$ cat src/rtl/serial_pattern_gen.sv
// serial_pattern_gen: captures a parallel pattern and shifts it out MSB of the
// active length first, for repeat_cnt+1 back-to-back passes.
// Ports: clk, rst (async, active-high), start, pattern, len, repeat_cnt
// ("repeat" is a reserved word), x, bit_valid, busy, done.
// Optional macro SERIAL_PATTERN_GEN_MARK_EN adds output mark (last bit of pass).
module serial_pattern_gen #(
  parameter int PAT_W = 16,
  parameter int LEN_W = 5,
  parameter int REP_W = 4
) (
  input  logic             clk,
  input  logic             rst,
  input  logic             start,
  input  logic [PAT_W-1:0] pattern,
  input  logic [LEN_W-1:0] len,
  input  logic [REP_W-1:0] repeat_cnt,
  output logic             x,
  output logic             bit_valid,
  output logic             busy,
  output logic             done
`ifdef SERIAL_PATTERN_GEN_MARK_EN
  ,
  output logic             mark
`endif
);

  typedef enum logic {
    IDLE,
    SHIFT
  } state_t;

  state_t           state;
  logic [PAT_W-1:0] sh;
  logic [PAT_W-1:0] pat_q;
  logic [LEN_W-1:0] len_q;
  logic [LEN_W-1:0] rem;
  logic [REP_W-1:0] rep_q;
  logic [REP_W:0]   pass;
  logic [LEN_W-1:0] eff;
  logic [PAT_W-1:0] al;
  logic             mark_q;

  // Clamp the length, then left-align so the first bit sits at the MSB.
  always_comb begin
    eff = len;
    if (len > LEN_W'(PAT_W))
      eff = LEN_W'(PAT_W);
    al = pattern << (LEN_W'(PAT_W) - eff);
  end

  always_ff @(posedge clk or posedge rst) begin
    if (rst) begin
      state     <= IDLE;
      sh        <= '0;
      pat_q     <= '0;
      len_q     <= '0;
      rem       <= '0;
      rep_q     <= '0;
      pass      <= '0;
      x         <= 1'b0;
      bit_valid <= 1'b0;
      busy      <= 1'b0;
      done      <= 1'b0;
      mark_q    <= 1'b0;
    end else begin
      done <= 1'b0;
      unique case (state)
        IDLE: begin
          if (start) begin
            if (eff != '0) begin
              state     <= SHIFT;
              x         <= al[PAT_W-1];
              sh        <= al << 1;
              pat_q     <= al;
              len_q     <= eff;
              rem       <= eff - LEN_W'(1);
              rep_q     <= repeat_cnt;
              pass      <= '0;
              bit_valid <= 1'b1;
              busy      <= 1'b1;
              mark_q    <= (eff == LEN_W'(1));
            end else begin
              done <= 1'b1;
            end
          end
        end
        SHIFT: begin
          if (rem != '0) begin
            x      <= sh[PAT_W-1];
            sh     <= sh << 1;
            rem    <= rem - LEN_W'(1);
            mark_q <= (rem == LEN_W'(1));
          end else if (pass != {1'b0, rep_q}) begin
            // Reload for the next pass with no gap.
            pass   <= pass + 1'b1;
            x      <= pat_q[PAT_W-1];
            sh     <= pat_q << 1;
            rem    <= len_q - LEN_W'(1);
            mark_q <= (len_q == LEN_W'(1));
          end else begin
            state     <= IDLE;
            x         <= 1'b0;
            sh        <= '0;
            bit_valid <= 1'b0;
            busy      <= 1'b0;
            done      <= 1'b1;
            mark_q    <= 1'b0;
          end
        end
        default: state <= IDLE;
      endcase
    end
  end

`ifdef SERIAL_PATTERN_GEN_MARK_EN
  assign mark = mark_q;
`else
  logic unused_mark;
  assign unused_mark = mark_q;
`endif

endmodule
$ cat config.mk
export PLATFORM = sky130hd
export DESIGN_NAME = serial_pattern_gen
export DESIGN_NICKNAME = d
export VERILOG_FILES = /design/src/rtl/serial_pattern_gen.sv
export SDC_FILE = /design/constraint.sdc
export NUM_CORES = 1
export LEC_CHECK = 0
export BUFFER_PORTS_ARGS = -buffer_cell sky130_fd_sc_hd__buf_2
export CAP_MARGIN = 30
export CORE_MARGIN = 5
export CORE_UTILIZATION = 50
export DETAILED_ROUTE_END_ITERATION = 6
export PLACE_DENSITY = 0.8
export SKIP_CTS_REPAIR_TIMING = 1
export SLEW_MARGIN = 5
export SYNTH_ARGS = -nofsm -noshare
export SYNTH_HDL_FRONTEND = slang
export SYNTH_SLANG_ARGS = --single-unit
$ cat constraint.sdc
create_clock -name clk -period 1.83 [get_ports clk]
set_input_delay 0.0915 -clock clk [delete_from_list [all_inputs] [get_ports clk]]
set_output_delay 0.0915 -clock clk [all_outputs]
set_load 0.05 [all_outputs]
==> flow_summary_export.csv, run 1 <==
group,metric,value,unit
run_status,run_status,"complete, but fails checks",
run_status,violations,"negative setup slack",
power_and_ir_drop,p_leak,0.00210,uW
detailed_routing,drtIter0Drc,300,
detailed_routing,drc_errors,0,
sta,clock_skew,0.0123,ns
synth,yosysMostFrequentCell,"nand2_1",
synth,seq_area_frac_synth,40.3,%
sta,fin_crit,2.11,ns
cts,cts_tree,"built",
power_and_ir_drop,p_int,2950,uW
critical_path,reg2reg_to,"rem[4]$_DFFE_PP0P_",
synth,synth_edf_count,0,
cts,cts_buffers,5,
synth,synth_cells,341,
cts,cts_root_buf,"clkbuf_8",
hold_path,hold_end,"len_q[3]$_DFFE_PP0P_",
grt,antenna_found_initial,0,
layout,stdcell_count,519,
synth,synth_top_area_share,40.3,%
sta,max_slew_margin,59.0,%
sta,hold_viol,0,
floorplanning,start_util,52.2,%
critical_path,cp.arrival,2.32,ns
hold_path,hold_start,"len[3]",
place,place_inst,498,
sta,max_freq,0.473,GHz
layout,drive_gt1_share,40.5,%
detailed_routing,wl_per_cell,17.8,microns
power_and_ir_drop,p_clk_share,14.5,%
synth,synth_top_flop_cell,"dfrtp_1",
detailed_routing,via_count,3208,
synth,ys_seq_elements,54,
power_and_ir_drop,ir_drop,0.790,mV
synth,netlist_area,3350,sq um
floorplanning,die-area,8440,sq um
hold_path,hold_class,"primary input to register",
floorplanning,die_w,91.9,microns
grt,grtUsageTotal,21.1,%
grt,overflow,0,
sta,finalCritPeriodShare,115,%
critical_path,crit_type,"register to register",
power_and_ir_drop,comb_power_share,46.2,%
cts,clkTransAtPathRegs,0.11,ns
critical_path,end_kind,"register",
critical_path,rr_worst_depth,10,
layout,fill_cells,443,
layout,syn2layout_area_growth,33.0,%
cts,clock_latency,0.32,ns
floorplanning,chipHeight,91.9,microns
detailed_routing,drt-total-wl,9230,microns
place,io_buffers,31,
grt,grt_pass1_wl,14500,microns
layout,antenna_cells,0,
critical_path,rr_startpoint,"rem[4]$_DFFE_PP0P_",
layout,nets,473,
sta,setup_viol,20,
floorplanning,ios,32,
grt,first_global_vias,3049,
grt,grt_max_degree,33,
sta,grt_setup_unrepaired,"true",
synth,avgSynthCellArea,9.83,sq um
synth,async_flop_share,100,%
critical_path,start_kind,"register",
synth,synth_nets,373,
power_and_ir_drop,power.switching,1880,uW
critical_path,cp.required,2.04,ns
power_and_ir_drop,netSwitchingFraction,38.9,%
critical_path,r2r_setup_slack,-0.28,ns
synth,synthTopCellsByArea,"dfrtp_1 40%, nand2_1 6.3%, mux2i_1 5.4%, mux4_2 5.4%, o21ai_0 3.3%",
flow_run,drv_cap,0,
detailed_routing,antenna_left,0,
synth,synth_top_cell_by_area,"dfrtp_1",
power_and_ir_drop,p_per_area,1080,nW/um^2
place,gp_congestion,0.900,
sta,tightest_slew,0.614,ns
synth,ys_warn_count,0,
cts,htree_num_levels,2,
sta,setup_slack,-0.283,ns
sta,maxSlewViolCount,0,
detailed_routing,viasPerCell,6.18,
detailed_routing,dr.pass1.iters,5,
place,dp_hpwl,6650,microns
cts,clkSinkCount,54,
floorplanning,core_area,6420,sq um
synth,ys_top_cells_by_count,"56 x nand2_1, 54 x dfrtp_1, 25 x nor2_1, 22 x o21ai_0, 18 x mux2i_1",
floorplanning,core.rowCount,29,
hold_path,holdPathStages,3,
power_and_ir_drop,sequentialPowerShare,39.3,%
synth,synth_cell_type_count,64,
power_and_ir_drop,power.total,4830,uW
cts,cts_buffer_depth,2,
critical_path,crit_path_max_fanout,3,
-- worst max-delay path, cell delays in order (launching register included) --
cell and delay, ns:
dfrtp_1 0.43, nor4_4 0.36, buf_4 0.19, a31oi_4 0.08
nor2_2 0.16, nor2_2 0.07, ha_2 0.18, inv_2 0.06
nor3_2 0.04, xor2_1 0.17, mux2_4 0.27
-- metrics by stage --
step | util, % | setup slack [ns] | setup TNS (ns) | instance area, sq um | hold slack, ns
after floorplan | - | -0.248 | -4.82 | 3490 | 0.197
after global placement | 64.3 | -0.207 | -3.82 | 4130 | 0.153
after detailed placement | 64.3 | -0.308 | -5.68 | 4130 | 0.158
after CTS | 65.8 | -0.243 | -2.87 | 4220 | -0.195
after global routing | 69.4 | -0.357 | -3.34 | 4460 | 0.113
final | 69.4 | -0.283 | -2.07 | 4460 | 0.0996
-- worst max-delay path by stage --
stage | startpoint | endpoint | slack, ns | cells past startpoint
6_report | rem[4]$_DFFE_PP0P_ | rem[4]$_DFFE_PP0P_ | -0.28 | 10
5_1_grt | rem[4]$_DFFE_PP0P_ | rem[4]$_DFFE_PP0P_ | -0.36 | 10
4_1_cts | rem[0]$_DFFE_PP0P_ | rem[4]$_DFFE_PP0P_ | -0.24 | 10
3_5_place_dp | len[4] | sh[5]$_DFFE_PP0P_ | -0.31 | 10
3_3_place_gp | len[4] | sh[7]$_DFFE_PP0P_ | -0.21 | 11
2_1_floorplan | len[4] | sh[10]$_DFFE_PP0P_ | -0.25 | 11
-- flip-flops by register name (all words and copies together), names as in the netlist --
name,count
busy,1
pat_q,16
len_q,5
state,1
rep_q,4
done,1
pass,5
x,1
rem,5
sh,15
-- power by group through the flow --
stage	Sequential [uW]	Combinational (uW)	Clock, uW
final	1900	2230	699
after floorplan	1890	1210	0
after CTS	1860	1960	709
after global routing	1930	2400	756
after global placement	1860	1860	0
after detailed placement	1880	1950	0
-- layout by cell type, fill, tap and decap left out, types with 6 or more instances in the layout --
master	synthesis	routed
mux4_2	8	8
xor2_1	8	8
buf_2	6	31
nand2_1	56	52
a22oi_1	9	7
a21oi_1	12	10
nor2_1	25	20
o21ai_1	3	15
o21ai_0	22	10
buf_4	3	66
a22o_1	7	7
dfrtp_1	54	54
mux2i_1	18	16
buf_6	1	6
-- cell families (layout without fill, tap and decap cells) --
logic type	Yosys count	after routing	synth area share [%]
XOR/XNOR	13	13	4.18
buffers and inverters	25	126	3.58
AND/OR/NAND/NOR	122	122	18.4
adder cells (fa/ha/maj)	4	4	1.49
multiplexers	32	32	12.8
flip-flops	54	54	40.3
AO/OA/AOI/OAI	91	91	19.2
-- cell type report --
type / count / area, sq um / share of cell area (%)
Clock inverter: 3 / 25.0 / 0.561
Clock buffer: 5 / 68.8 / 1.54
Multi-Input combinational cell: 262 / 2080 / 46.6
Inverter: 8 / 30.0 / 0.674
Tap cell: 77 / 96.3 / 2.16
Timing Repair Buffer: 110 / 808 / 18.1
Sequential cell: 54 / 1350 / 30.3
-- metal layers --
| metal | track usage [%] | vias to the layer above | routed length, microns |
|---|---|---|---|
| met3 | 3.11 | 31 | 580 |
| met1 | 27.9 | 1572 | 3900 |
| met4 | 7.05 | 0 | 209 |
| li1 | - | 1448 | - |
| met2 | 35.6 | 157 | 4550 |
| met5 | 0 | - | 0 |
No activity file was read; power rests on OpenSTA's default activity.
==> run 2, diff against run 1 <==
--- a/config.mk
+++ b/config.mk
@@ -8,9 +8,9 @@
 export BUFFER_PORTS_ARGS = -buffer_cell sky130_fd_sc_hd__buf_2
 export CAP_MARGIN = 30
 export CORE_MARGIN = 5
-export CORE_UTILIZATION = 50
+export CORE_UTILIZATION = 54
 export DETAILED_ROUTE_END_ITERATION = 6
-export PLACE_DENSITY = 0.8
+export PLACE_DENSITY = 0.85
 export SKIP_CTS_REPAIR_TIMING = 1
 export SLEW_MARGIN = 5
 export SYNTH_ARGS = -nofsm -noshare
==> flow_summary_export.csv, run 2 (synthesis results as in run 1) <==
group,metric,value,unit
sta,hold_viol,54,
grt,use_met3,3.63,%
place,post-place-ws,-0.296,ns
cts,htree_num_levels,2,
layout,antenna_cells,0,
critical_path,cp.arrival,2.30,ns
cts,cts_root_buf,"clkbuf_8",
detailed_routing,drtIter0Drc,511,
detailed_routing,drc_errors,0,
floorplanning,die-area,7880,sq um
layout,multi_input_area,2060,sq um
floorplanning,die_w,88.8,microns
layout,fill_cells,375,
sta,fin_crit,2.09,ns
power_and_ir_drop,p_per_area,1120,nW/um^2
cts,clkTransAtPathRegs,0.10,ns
sta,clock_skew,0.0105,ns
power_and_ir_drop,ir_drop,0.852,mV
floorplanning,ios,32,
critical_path,start_kind,"register",
sta,setup_tns,-2.76,ns
floorplanning,core.rowCount,28,
sta,tightest_slew,0.673,ns
place,gp_congestion,0.913,
detailed_routing,drt-total-wl,10600,microns
sta,grt_setup_unrepaired,"true",
sta,setup_viol,24,
sta,setup_slack,-0.259,ns
grt,grtUsageTotal,24.8,%
grt,first_global_vias,3127,
critical_path,rr_worst_depth,9,
floorplanning,core_area,5990,sq um
critical_path,crit_path_max_fanout,3,
place,dp_hpwl,6610,microns
cts,cts_tree,"built",
layout,nets,472,
critical_path,cp.required,2.05,ns
cts,clkSinkCount,54,
layout,drive_gt1_share,39.2,%
sta,max_freq,0.479,GHz
hold_path,hold_class,"primary input to asynchronous set/reset pin",
detailed_routing,antenna_left,0,
cts,cts_buffers,5,
grt,grt_pass1_wl,15200,microns
power_and_ir_drop,power.total,4920,uW
layout,final_cell_mix,"71 x buf_4, 54 x dfrtp_1, 51 x nand2_1",
power_and_ir_drop,p_leak,0.00209,uW
sta,whs,-0.0520,ns
grt,grt_max_degree,55,
sta,maxSlewViolCount,0,
detailed_routing,wl_per_cell,20.6,microns
grt,busiest_layer,"met2",
detailed_routing,via_count,3393,
layout,largest-register,"pat_q",
grt,met1_usage,33.5,%
sta,finalCritPeriodShare,114,%
sta,max_slew_margin,55.1,%
detailed_routing,dr.pass1.iters,6,
run_status,run_status,"complete, but fails checks",
floorplanning,start_util,55.9,%
layout,largest_registers,"pat_q x16, sh x15",
critical_path,crit_type,"register to register",
run_status,violations,"negative hold slack, negative setup slack",
grt,use_met2,41.1,%
cts,clock_latency,0.32,ns
cts,cts_buffer_depth,2,
floorplanning,chipHeight,88.8,microns
critical_path,end_kind,"register",
flow_run,drv_cap,0,
layout,largest_register_ffs,16,
grt,antenna_found_initial,0,
grt,overflow,0,
layout,syn2layout_area_growth,31.5,%
layout,regArea,1350,sq um
detailed_routing,viasPerCell,6.58,
layout,layout_commonest_cell,"buf_4",
place,io_buffers,31,
## run 2: area by class of cell
type / instances / share of cell area, %
clock buffers: 7 / 1.96
clock inverters: 1 / 0.114
inverters: 8 / 0.682
multi-input cells: 262 / 46.7
flip-flops and latches: 54 / 30.7
well taps: 75 / 2.13
repair buffers: 109 / 17.7
## run 2: metrics by stage
stage / cells / hold WS (ns) / cell area, sq um / utilization (%)
after floorplan: 341 / 0.197 / 3490 / -
after global placement: 492 / 0.282 / 4100 / 68.4
after detailed placement: 492 / 0.286 / 4100 / 68.4
after CTS: 500 / -0.0371 / 4190 / 69.9
after global routing: 516 / 0.0262 / 4410 / 73.5
final: 516 / -0.0520 / 4410 / 73.5
## run 2: where the power goes
part           switching [uW]  internal [uW]
clock                     403            307
sequential                335           1580
combinational            1220           1080
## run 2: final timing paths
check                                           start               endpoint  slack [ns]
worst min register to register  pat_q[10]$_DFFE_PP0P_  pat_q[10]$_DFFE_PP0P_        0.50
max in group asynchronous                         rst      sh[7]$_DFFE_PP0P_        1.44
worst max-delay path               rem[3]$_DFFE_PP0P_     rem[4]$_DFFE_PP0P_       -0.26
worst max register to register     rem[3]$_DFFE_PP0P_     rem[4]$_DFFE_PP0P_       -0.26
min in group clk                               len[3]   len_q[3]$_DFFE_PP0P_        0.15
worst min-delay path                              rst   pat_q[7]$_DFFE_PP0P_       -0.05
## run 2: critical path, stage by stage (launching register included)
cell     delay, ns
dfrtp_1       0.44
nor4_4        0.07
buf_4         0.14
and2_4        0.16
a31oi_1       0.26
ha_2          0.23
inv_2         0.04
nor3_1        0.27
xor2_1        0.11
mux2_2        0.27
## run 2: layer usage
layer / part of all wire, % / vias up
met5: 0 / -
met4: 4.9 / 0
met3: 8.8 / 73
met2: 48 / 253
met1: 38 / 1611
li1: - / 1456
==> run 3, diff against run 2 <==
--- a/config.mk
+++ b/config.mk
@@ -11,6 +11,7 @@
 export CORE_UTILIZATION = 54
 export DETAILED_ROUTE_END_ITERATION = 6
 export PLACE_DENSITY = 0.85
+export SETUP_SLACK_MARGIN = 0.3
 export SKIP_CTS_REPAIR_TIMING = 1
 export SLEW_MARGIN = 5
 export SYNTH_ARGS = -nofsm -noshare
==> constraint.sdc (replaced) <==
create_clock -name clk -period 1.79 [get_ports clk]
set_input_delay 0.0895 -clock clk [delete_from_list [all_inputs] [get_ports clk]]
set_output_delay 0.0895 -clock clk [all_outputs]
set_load 0.05 [all_outputs]
==> flow_summary_export.csv, run 3 (synthesis results as in run 1) <==
group,metric,value,unit
run_status,run_status,"complete, but fails checks",
run_status,violations,"negative hold slack, negative setup slack",
sta,maxSlewViolCount,0,
detailed_routing,drc_errors,0,
floorplanning,ios,32,
layout,largest_registers,"pat_q x16, sh x15",
sta,setup_tns,-3.59,ns
floorplanning,core_area,5990,sq um
sta,grt_setup_unrepaired,"true",
layout,layout_commonest_cell,"buf_4",
floorplanning,start_util,55.9,%
layout,fin_util,82.5,%
critical_path,r2r_setup_slack,-0.31,ns
layout,drive_gt1_share,52.0,%
cts,clkSinkCount,54,
layout,final_cell_mix,"71 x buf_4, 54 x dfrtp_1, 37 x nand2_1",
critical_path,crit_type,"register to register",
power_and_ir_drop,power.total,5660,uW
cts,cts_buffer_depth,2,
sta,tightest_slew,0.686,ns
sta,setup_slack,-0.313,ns
critical_path,crit_chain,"nor4_4 > a31oi_1 > nor2_1 > nor2_2 > ha_2 > inv_2 > nor3_1 > xor2_1 > mux2_4",
detailed_routing,wl_per_cell,25.9,microns
sta,clock_skew,0.0125,ns
power_and_ir_drop,p_per_area,1150,nW/um^2
detailed_routing,dr.pass1.iters,6,
place,dp_hpwl,6850,microns
power_and_ir_drop,p_leak,0.00226,uW
cts,clock_latency,0.32,ns
critical_path,end_kind,"register",
layout,largest_register_ffs,16,
layout,largest-register,"pat_q",
sta,finalCritPeriodShare,117,%
critical_path,cp.arrival,2.30,ns
critical_path,crit_slowest_cell,"dfrtp_1",
sta,max_slew_margin,54.3,%
sta,fin_crit,2.10,ns
cts,cts_tree,"built",
layout,fill_cells,249,
critical_path,crit_path_max_fanout,3,
floorplanning,die-area,7880,sq um
detailed_routing,via_count,3835,
grt,grt_max_degree,55,
critical_path,cp.required,1.99,ns
critical_path,start_kind,"register",
critical_path,slowest_delay,0.43,ns
layout,antenna_cells,0,
place,post-place-ws,-0.340,ns
grt,overflow,0,
detailed_routing,drt-total-wl,13800,microns
layout,nets,490,
cts,clkTransAtPathRegs,0.10,ns
sta,hold_viol,54,
cts,cts_buffers,5,
detailed_routing,antenna_left,0,
detailed_routing,drtIter0Drc,490,
floorplanning,core.rowCount,28,
place,gp_congestion,0.969,
cts,htree_num_levels,2,
floorplanning,die_w,88.8,microns
cts,cts_root_buf,"clkbuf_8",
flow_run,drv_cap,0,
sta,max_freq,0.475,GHz
sta,whs,-0.0584,ns
power_and_ir_drop,ir_drop,0.926,mV
grt,grt_pass1_wl,15200,microns
grt,grtUsageTotal,24.9,%
grt,antenna_found_initial,0,
hold_path,hold_class,"primary input to asynchronous set/reset pin",
layout,syn2layout_area_growth,47.5,%
detailed_routing,viasPerCell,7.20,
sta,setup_viol,31,
place,io_buffers,31,
grt,first_global_vias,3213,
floorplanning,chipHeight,88.8,microns
run 3: report_power, final:
part | internal [uW] | total [uW] | switching, uW
Sequential | 1620 | 2000 | 378
Clock | 448 | 861 | 412
Combinational | 1320 | 2810 | 1490
Total | 3390 | 5660 | 2280
run 3: area by class of cell:
type / instances / area, sq um / area share (%)
multi-input cells: 262 / 2370 / 47.9
flip-flops and latches: 54 / 1350 / 27.3
repair buffers: 127 / 983 / 19.9
well taps: 75 / 93.8 / 1.90
clock buffers: 6 / 82.6 / 1.67
inverters: 8 / 32.5 / 0.658
clock inverters: 1 / 30.0 / 0.608
run 3: critical path, delay by kind of cell (launching register included):
kind | cells | cell delay, ns
flops | 1 | 0.43
buf+inv | 1 | 0.06
compound gates | 1 | 0.17
fa+ha+maj | 1 | 0.19
xor+xnor | 1 | 0.15
simple gates | 4 | 0.72
mux | 1 | 0.27
run 3: final timing paths:
check / startpoint / endpoint / cells past startpoint
setup / recovery: rem[4]$_DFFE_PP0P_ / rem[4]$_DFFE_PP0P_ / 9
hold / removal: rst / sh[2]$_DFFE_PP0P_ / 3
setup reg to reg: rem[4]$_DFFE_PP0P_ / rem[4]$_DFFE_PP0P_ / 9
hold reg to reg: pat_q[8]$_DFFE_PP0P_ / pat_q[8]$_DFFE_PP0P_ / 2
max in group asynchronous: rst / len_q[4]$_DFFE_PP0P_ / 3
min in group clk: start / done$_DFF_PP0_ / 3
run 3: per-stage QoR:
stage,instances,instance area (sq um),hold slack (ns)
4_1_cts,505,4230,-0.0332
2_1_floorplan,341,3510,0.202
6_report,533,4940,-0.0584
3_3_place_gp,498,4120,0.288
3_5_place_dp,498,4120,0.293
5_1_grt,533,4940,0.0116
run 3: per-layer routing:
metal | vias up | part of all wire (%) | global-route usage (%)
met3 | 133 | 12 | 4.00
met5 | - | 0 | 0
met1 | 1798 | 33 | 32.0
met4 | 0 | 7.6 | 10.9
li1 | 1488 | - | -
met2 | 416 | 47 | 41.6
